===== config.mk =====
export PLATFORM = sky130hd
export DESIGN_NAME = m_ttime_ctrl_flat
export DESIGN_NICKNAME = d
export VERILOG_FILES = /design/src/rtl/m_ttime_ctrl_if.sv /design/src/rtl/m_ttime_ctrl.sv /design/src/flat_wrapper.sv
export SDC_FILE = /design/constraint.sdc
export NUM_CORES = 1
export LEC_CHECK = 0
export ABC_CLOCK_PERIOD_IN_PS = 3600
export CAP_MARGIN = 20
export CELL_PAD_IN_SITES_DETAIL_PLACEMENT = 1
export CELL_PAD_IN_SITES_GLOBAL_PLACEMENT = 2
export CORE_MARGIN = 2
export CORE_UTILIZATION = 36
export DETAILED_ROUTE_END_ITERATION = 8
export PLACE_DENSITY = 0.83
export SYNTH_ARGS = -nofsm -noshare
export SYNTH_HDL_FRONTEND = slang
export SYNTH_SLANG_ARGS = --single-unit

===== constraint.sdc =====
create_clock -name clk -period 3.6 [get_ports clk]
set_input_delay 0.36 -clock clk [delete_from_list [all_inputs] [get_ports clk]]
set_output_delay 0.36 -clock clk [all_outputs]
set_load 0.01 [all_outputs]

===== src/rtl/m_ttime_ctrl_if.sv =====
// CSR-side read/write bus of the ttime controller.
// master = CSR mux, slave = m_ttime_ctrl.
interface m_ttime_ctrl_if;
    logic        rd_req;
    logic        rd_sel;
    logic [31:0] rd_data;
    logic        rd_ack;
    logic        wr_req;
    logic [1:0]  wr_sel;
    logic [31:0] wr_data;

    modport master (
        output rd_req, rd_sel, wr_req, wr_sel, wr_data,
        input  rd_data, rd_ack
    );

    modport slave (
        input  rd_req, rd_sel, wr_req, wr_sel, wr_data,
        output rd_data, rd_ack
    );
endinterface


===== src/rtl/m_ttime_ctrl.sv =====
// 64-bit ttime accumulator with deferred carry, tear-free
// CSR reads and a timer compare raising mtip.
module m_ttime_ctrl #(
    parameter bit NO_CYCLECNT = 1'b0,
    parameter bit CMP_EN      = 1'b1
) (
    input  logic                 clk,
    input  logic                 rst,
    input  logic                 corerunning,
    input  logic                 instr_done,
    input  logic [5:0]           icnt,
    m_ttime_ctrl_if.slave        bus,
    output logic                 mtip,
    output logic                 busy
);

    typedef enum logic [1:0] {
        IDLE = 2'd0,
        RESP = 2'd1,
        WAIT = 2'd2
    } state_t;

    state_t      state;
    logic [31:0] ttime_lo;
    logic [31:0] ttime_hi;
    logic [63:0] cmp;
    logic [31:0] shadow_hi;
    logic        shadow_vld;
    logic        cy_pend;

    logic        acc;
    logic [5:0]  inc;
    logic [32:0] sum;
    logic        new_cy;
    logic [31:0] lo_rd;
    logic [31:0] hi_src;
    logic        wr_lo;
    logic        wr_hi;
    logic        wr_clo;
    logic        wr_chi;
    logic        rd_go;
    logic        hi_take;

    assign busy = cy_pend;

    // Increment, write decode and read-path helper values.
    always_comb begin
        acc     = instr_done & corerunning;
        inc     = NO_CYCLECNT ? 6'd1 : icnt;
        sum     = {1'b0, ttime_lo} + {27'b0, inc};
        new_cy  = acc & sum[32];
        lo_rd   = acc ? sum[31:0] : ttime_lo;
        hi_src  = shadow_vld ? shadow_hi : ttime_hi;
        wr_lo   = bus.wr_req & (bus.wr_sel == 2'b00);
        wr_hi   = bus.wr_req & (bus.wr_sel == 2'b01);
        wr_clo  = bus.wr_req & (bus.wr_sel == 2'b10) & CMP_EN;
        wr_chi  = bus.wr_req & (bus.wr_sel == 2'b11) & CMP_EN;
        rd_go   = (state == IDLE) & bus.rd_req;
        hi_take = (rd_go & bus.rd_sel & ~cy_pend)
                | ((state == WAIT) & ~cy_pend);
    end

    // Counter words, deferred carry, compare register and mtip.
    always_ff @(posedge clk) begin
        if (rst) begin
            ttime_lo <= 32'd0;
            ttime_hi <= 32'd0;
            cmp      <= '1;
            cy_pend  <= 1'b0;
            mtip     <= 1'b0;
        end else begin
            if (wr_lo)
                ttime_lo <= bus.wr_data;
            else if (acc)
                ttime_lo <= sum[31:0];

            if (wr_hi)
                ttime_hi <= bus.wr_data;
            else if (cy_pend)
                ttime_hi <= ttime_hi + 32'd1;

            if (wr_hi)
                cy_pend <= 1'b0;
            else
                cy_pend <= new_cy & ~wr_lo;

            if (wr_clo)
                cmp[31:0] <= bus.wr_data;
            if (wr_chi)
                cmp[63:32] <= bus.wr_data;

            // a half-propagated value must not toggle mtip
            if (!cy_pend)
                mtip <= CMP_EN && ({ttime_hi, ttime_lo} >= cmp);
        end
    end

    // Read FSM with high-word shadow for tear-free 64-bit reads.
    always_ff @(posedge clk) begin
        if (rst) begin
            state      <= IDLE;
            bus.rd_ack  <= 1'b0;
            bus.rd_data <= 32'd0;
            shadow_hi  <= 32'd0;
            shadow_vld <= 1'b0;
        end else begin
            unique case (state)
                IDLE: begin
                    bus.rd_ack <= 1'b0;
                    if (bus.rd_req) begin
                        if (bus.rd_sel & cy_pend) begin
                            state <= WAIT;
                        end else begin
                            bus.rd_ack  <= 1'b1;
                            bus.rd_data <= bus.rd_sel ? hi_src : lo_rd;
                            state      <= RESP;
                        end
                    end
                end
                WAIT: begin
                    if (!cy_pend) begin
                        bus.rd_ack  <= 1'b1;
                        bus.rd_data <= hi_src;
                        state      <= RESP;
                    end
                end
                RESP: begin
                    bus.rd_ack <= 1'b0;
                    state     <= IDLE;
                end
                default: begin
                    bus.rd_ack <= 1'b0;
                    state     <= IDLE;
                end
            endcase

            if (rd_go & ~bus.rd_sel)
                shadow_hi <= ttime_hi
                           + {31'b0, cy_pend | new_cy};

            if (bus.wr_req)
                shadow_vld <= 1'b0;
            else if (rd_go & ~bus.rd_sel)
                shadow_vld <= 1'b1;
            else if (hi_take)
                shadow_vld <= 1'b0;
        end
    end

endmodule


===== src/flat_wrapper.sv =====
// flat-port wrapper written by rule: the top's interface ports become plain ports
module m_ttime_ctrl_flat 
#(
    parameter bit NO_CYCLECNT = 1'b0,
    parameter bit CMP_EN      = 1'b1
)
  (clk, rst, corerunning, instr_done, icnt, mtip, busy, bus_rd_req, bus_rd_sel, bus_wr_req, bus_wr_sel, bus_wr_data, bus_rd_data, bus_rd_ack);
  m_ttime_ctrl_if bus_i ();
  input  logic clk;
  input  logic rst;
  input  logic corerunning;
  input  logic instr_done;
  input  logic [5:0] icnt;
  output logic mtip;
  output logic busy;
  input wire logic [$bits(bus_i.rd_req)-1:0] bus_rd_req;
  input wire logic [$bits(bus_i.rd_sel)-1:0] bus_rd_sel;
  input wire logic [$bits(bus_i.wr_req)-1:0] bus_wr_req;
  input wire logic [$bits(bus_i.wr_sel)-1:0] bus_wr_sel;
  input wire logic [$bits(bus_i.wr_data)-1:0] bus_wr_data;
  output wire logic [$bits(bus_i.rd_data)-1:0] bus_rd_data;
  output wire logic [$bits(bus_i.rd_ack)-1:0] bus_rd_ack;
  assign bus_i.rd_req = bus_rd_req;
  assign bus_i.rd_sel = bus_rd_sel;
  assign bus_i.wr_req = bus_wr_req;
  assign bus_i.wr_sel = bus_wr_sel;
  assign bus_i.wr_data = bus_wr_data;
  assign bus_rd_data = bus_i.rd_data;
  assign bus_rd_ack = bus_i.rd_ack;
  m_ttime_ctrl #(.NO_CYCLECNT(NO_CYCLECNT), .CMP_EN(CMP_EN)) u_core (.clk(clk), .rst(rst), .corerunning(corerunning), .instr_done(instr_done), .icnt(icnt), .bus(bus_i), .mtip(mtip), .busy(busy));
endmodule

==> flow_metrics.tcl, run 1 <==
set metrics [dict create \
    ctsHtreeMaxLevel 4 \
    slew-limit-headroom_pct 31.0 \
    yosysMostFrequentCell "dfxtp_1" \
    leakagePower_nw 5.19 \
    finalNonFillerCells 1750 \
    ys_warn_count 0 \
    drt_pre_antenna_iters 4 \
    routed_wl_mm 37.1 \
    syn_area_um2 11000 \
    cp_common_cell "ha_1" \
    grt_pass1_vias 9733 \
    max_stage_delay_ps 460 \
    grt_max_degree 77 \
    area_growth_pct 17.0 \
    postSynthCellCount 1297 \
    syn_nets 1419 \
    final.min_clock_period_ps 3320 \
    p_sw_share_pct 28.1 \
    synth_top_cell_by_area "dfxtp_1" \
    synthArstFlopShare_pct 0 \
    grt_pass1_wl_mm 57.8 \
    synth-main-ff-cell "dfxtp_1" \
    seqPwrFrac_pct 47.4 \
    cts_tree "built" \
    cp-end-kind "register" \
    synth_xor_area_share_pct 6.86 \
    io_pins 82 \
    synth-simple-area-share_pct 19.8 \
    setup_viol 0 \
    overflow 0 \
    die_h_um 179 \
    fp.dieW_um 179 \
    ys_types 68 \
    drt-wirelength-per-cell_um 21.2 \
    finalClockSkew_ps 14.0 \
    ctsResizeCount 0 \
    design_area_um2 12800 \
    tightest_slew_ps 1040 \
    rsz0062_at_grt "no" \
    drtIter0Drc 611 \
    multiInputGateArea_um2 6400 \
    cts_buffer_depth 2 \
    io_buffers 81 \
    synth_top_family_by_area "simple AND/OR/NAND/NOR gates" \
    hold_viol_final 0 \
    r2r_slack_ps 300 \
    crit_buf_inv 1 \
    n_fill_cell 3535 \
    path_cells "clkdlybuf4s50_1 -> ha_1 -> fa_1 -> a21oi_1 -> o21ai_1 -> and4_1 -> nand3_1 -> nand2b_1 -> ha_1 -> ha_1 -> nand3_1 -> or2_2 -> nor2_4 -> nand4_1 -> xor2_1 -> a211oi_1" \
    yosysTopAreaCellShare_pct 36.1 \
    combPwrFrac_pct 13.9 \
    status "finished clean" \
    gr-usage-all-layers_pct 23.9 \
    antenna-diode-count 0 \
    placedCellCount 1718 \
    max_cap_violations 0 \
    clk_latency_ps 440 \
    clock-sinks 198 \
    synth_edf_count 0 \
    cts-buffers-inserted 17 \
    antenna_found_initial 0 \
    ys_seq_area_share_pct 36.1 \
    place.gp.congestion 0.821 \
    crit_required_ps 3950 \
    p_sw_w 0.00143 \
    crit_family "simple AND/OR/NAND/NOR gates" \
    maxSlewViolCount 0 \
    vdd_drop_max_uv 326 \
    synth_compound_area_share_pct 18.6 \
    synth_commonest_cells "dfxtp_1, nand2_1, nor2_1" \
    place_hpwl_mm 27.7 \
    path_class "input port to register" \
    drc 0 \
    coreArea_um2 29800 \
    postCtsSetupBuffers 0 \
    synthAdderAreaFrac_pct 8.62 \
    cts_root_buf "clkbuf_16" \
    drive_gt1_share_pct 7.79 \
    postRouteAntennaNets 0 \
    critical_path.max_fanout 7 \
    final_util_pct 43.1 \
    nets 1469 \
    seq_area_um2 3970 \
    muxShareOfSynthArea_pct 4.21 \
    fmax_ghz 0.301 \
    avgSynthCellArea_um2 8.46 \
    clk_pin_slew_worst_paths_ps 70 \
    start_kind "input port" \
    start_util_pct 36.8 \
    clockPowerShare_pct 38.6 \
    hp-class "input port to register" \
    cellPowerDensity_nw_per_um2 396 \
    power.internal_w 0.00365 \
    synth-seq-cells 198 \
    cp.arrival_ps 3670 \
    place_area_um2 12300 \
    synth.area.top_cells "dfxtp_1, ha_1, a211oi_1" \
    finalCritPeriodShare_pct 92.2 \
    num_rows 63 \
    fp.dieArea_um2 31900 \
    vias 9681 \
    viasPerCell 5.53 \
    hold_buffers 0 \
    crit_slowest_cell "clkdlybuf4s50_1" \
]
==> metrics by stage <==
| stage | TNS (ps) | total power (W) | setup WS [ps] | hold slack, ps |
|---|---|---|---|---|
| 6_report | 0 | 0.00508 | 281 | 216 |
| 2_1_floorplan | 0 | 0.00284 | 399 | 437 |
| 3_3_place_gp | 0 | 0.00314 | 2.53 | 446 |
| 3_5_place_dp | -495 | 0.00316 | -126 | 450 |
| 4_1_cts | 0 | 0.00512 | 291 | 190 |
| 5_1_grt | 0 | 0.00528 | 77.3 | 211 |
==> placed cells by master (no fill, tap or decap), types with 30 or more instances in the layout <==
cell / n
dfxtp_1: 197
nand2_1: 143
nor2_1: 127
a211oi_1: 90
clkdlybuf4s50_1: 80
ha_1: 74
o211ai_1: 72
inv_1: 71
a21oi_1: 48
mux2i_1: 45
xnor2_1: 43
xor2_1: 43
buf_4: 39
nand4_1: 32
nor3_1: 30
==> final timing paths <==
check	startpoint	to	cells past startpoint
hold / removal	rst	u_core.state[0]$_SDFFE_PP0P_	2
setup reg to reg	u_core.ttime_lo[0]$_SDFF_PP0_	u_core.shadow_hi[24]$_SDFFE_PP0P_	15
setup / recovery	icnt[0]	u_core.shadow_hi[24]$_SDFFE_PP0P_	16
hold reg to reg	u_core.bus.rd_data[3]$_SDFFE_PP0P_	u_core.bus.rd_data[3]$_SDFFE_PP0P_	2
==> cells by family after synthesis <==
kind of cell	Yosys count
simple gates	441
compound gates	289
flops	198
buf+inv	162
xor+xnor	86
fa+ha+maj	75
mux	46
==> sequential cells by signal, indices dropped and copies added (netlist names) <==
signal,flops
u_core.cmp,64
u_core.busy,1
u_core.bus.rd_data,32
u_core.ttime_hi,32
u_core.state,2
u_core.ttime_lo,32
u_core.mtip,1
u_core.bus.rd_ack,1
u_core.shadow_hi,32
u_core.shadow_vld,1
==> layer usage <==
metal	part of all wire (%)	global-route usage (%)	up-vias
met5	0	0	-
met3	3.2	2.79	40
met4	2.3	7.28	0
met1	49	33.9	4779
li1	-	-	4721
met2	45	37.8	141
==> cell type report <==
class / instances / share of cell area (%)
clock buffer: 21 / 3.59
clock inverter: 11 / 0.975
inverter: 72 / 2.11
multi-input combinational: 937 / 49.8
sequential: 198 / 30.9
tap: 390 / 3.80
timing repair buffer: 121 / 8.83
==> worst register-to-register path: cells and delay by family (launching register included) <==
family	cells	cell delay, ps
DFF	1	360
xor gates and xnor gates	1	170
and+or+nand+nor	7	1370
adders and majority gates	4	750
AOI/OAI and AO/OA	3	560
==> power groups by stage <==
stage               sequential (W)  combinational [W]  clock [W]
finish                     0.00241           0.000708    0.00196
global route               0.00242           0.000780    0.00208
CTS                        0.00241           0.000709    0.00200
detailed placement         0.00246           0.000703          0
global placement           0.00246           0.000687          0
floorplan                  0.00242           0.000427          0
No activity file was read; power rests on OpenSTA's default activity.
==> inputs of run 2 (changes only) <==
--- a/config.mk
+++ b/config.mk
@@ -12,7 +12,7 @@
 export CORE_MARGIN = 2
 export CORE_UTILIZATION = 36
 export DETAILED_ROUTE_END_ITERATION = 8
-export PLACE_DENSITY = 0.83
+export PLACE_DENSITY = 0.79
 export SYNTH_ARGS = -nofsm -noshare
 export SYNTH_HDL_FRONTEND = slang
 export SYNTH_SLANG_ARGS = --single-unit
==> flow_metrics.tcl, run 2 (synthesis gave the netlist of run 1 again) <==
set metrics [dict create \
    largest-register "u_core.cmp" \
    clock-sinks 198 \
    hp-class "input port to register" \
    crit_family "simple AND/OR/NAND/NOR gates" \
    postCtsSetupBuffers 0 \
    maxSlewViolCount 0 \
    routed_wl_mm 38.1 \
    vdd_drop_max_uv 329 \
    cellPowerDensity_nw_per_um2 390 \
    timing.rr.start "u_core.ttime_lo[0]$_SDFF_PP0_" \
    grt_max_degree 69 \
    hold_path_startpoint "rst" \
    largest_reg_flops 64 \
    tns_ps 0 \
    layout_common_cells "dfxtp_1, nand2_1, nor2_1" \
    start_kind "input port" \
    postRouteAntennaNets 0 \
    path_class "input port to register" \
    cts_root_buf "clkbuf_16" \
    final_common_cell "dfxtp_1" \
    grt_pass1_vias 9935 \
    ctsResizeCount 0 \
    finalCritPeriodShare_pct 91.0 \
    crit_slowest_cell "clkdlybuf4s50_1" \
    r2r_slack_ps 380 \
    coreArea_um2 29800 \
    cts-buffers-inserted 17 \
    viasPerCell 5.59 \
    gr-usage-all-layers_pct 24.6 \
    critPathLaunch "icnt[0]" \
    place_hpwl_mm 28.4 \
    fp.dieArea_um2 31900 \
    crit_required_ps 3970 \
    nets 1471 \
    crit_buf_inv 1 \
    fp.dieW_um 179 \
    critical_path.max_fanout 7 \
    r2r_end "u_core.shadow_hi[24]$_SDFFE_PP0P_" \
    worst_slack_ps 325 \
    max_cap_violations 0 \
    die_h_um 179 \
    vias 9794 \
    dp_slack_ps -144 \
    hold_buffers 0 \
    max_stage_delay_ps 500 \
    ctsHtreeMaxLevel 4 \
    cp_num_cells 16 \
    slew-limit-headroom_pct 40.2 \
    worstHoldPathCells 2 \
    num_rows 63 \
    antenna_found_initial 0 \
    hold_viol_final 0 \
    path_cells "clkdlybuf4s50_1 -> ha_1 -> fa_1 -> a21oi_1 -> o21ai_1 -> and4_1 -> nand3_1 -> nand2b_1 -> ha_1 -> ha_1 -> nand3_1 -> or2_2 -> nor2_4 -> nand4_1 -> xor2_1 -> a211oi_1" \
    cts_buffer_depth 2 \
    tightest_slew_ps 893 \
    drtIter0Drc 587 \
    grt_pass1_wl_mm 59.3 \
    finalClockSkew_ps 17.5 \
    clk_pin_slew_worst_paths_ps 90 \
    rr_worst_depth 15 \
    status "finished clean" \
    leakagePower_nw 5.19 \
    cts_tree "built" \
    io_buffers 81 \
    drc 0 \
    place.gp.congestion 0.854 \
    fmax_ghz 0.305 \
    start_util_pct 36.8 \
    final_util_pct 42.9 \
    cp.arrival_ps 3650 \
    cp_common_cell "ha_1" \
    clk_latency_ps 450 \
    cp-end-kind "register" \
    drt-wirelength-per-cell_um 21.7 \
    overflow 0 \
    drt_pre_antenna_iters 5 \
    antenna-diode-count 0 \
    setup_viol 0 \
    final.min_clock_period_ps 3270 \
    worstHoldEndpoint "u_core.ttime_lo[10]$_SDFF_PP0_" \
    rsz0062_at_grt "no" \
    io_pins 82 \
    area_growth_pct 16.5 \
    drive_gt1_share_pct 8.08 \
]
-- run 2: worst max path at each step --
| stage | to | slack (ps) |
|---|---|---|
| floorplan | u_core.shadow_hi[24]$_SDFFE_PP0P_ | 400 |
| detailed placement | u_core.shadow_hi[24]$_SDFFE_PP0P_ | -140 |
| global route | u_core.shadow_hi[24]$_SDFFE_PP0P_ | 40 |
| finish | u_core.shadow_hi[24]$_SDFFE_PP0P_ | 330 |
| CTS | u_core.shadow_hi[24]$_SDFFE_PP0P_ | 310 |
| global placement | u_core.shadow_hi[24]$_SDFFE_PP0P_ | -80 |
-- run 2: worst reg2reg max path: stages (launching register included) --
cell and delay [ps]:
dfxtp_1 360, ha_1 200, fa_1 200, a21oi_1 90, o21ai_1 200, and4_1 240, nand3_1 150, nand2b_1 160
ha_1 170, ha_1 160, nand3_1 130, or2_2 360, nor2_4 180, nand4_1 140, xor2_1 180, a211oi_1 230
-- run 2: stage by stage --
| step | hold slack [ps] | cell area, µm² | total power (W) | cells |
|---|---|---|---|---|
| global placement | 447 | 12200 | 0.00315 | 1720 |
| floorplan | 437 | 11000 | 0.00284 | 1297 |
| global route | 357 | 12800 | 0.00520 | 1752 |
| detailed placement | 453 | 12200 | 0.00317 | 1720 |
| finish | 347 | 12800 | 0.00499 | 1752 |
| CTS | 335 | 12800 | 0.00503 | 1752 |
-- run 2: final cells by class --
type                       count  area [µm²]
clock buffer                  17         425
clock inverter                15         123
fill                        3523       17000
inverter                      72         270
multi-input combinational    937        6400
sequential                   198        3970
tap                          390         488
timing repair buffer         123        1120
-- run 2: power by group --
group	internal [W]	switching, W
clock	0.000903	0.000964
sequential	0.00230	0.000107
combinational	0.000286	0.000428
-- run 2: per-layer routing --
layer / part of all wire (%) / track usage, % / vias up
met1: 50 / 35.6 / 4885
met5: 0 / 0 / -
met3: 3.4 / 3.47 / 31
met2: 45 / 38.6 / 143
li1: - / - / 4735
met4: 1.4 / 5.66 / 0
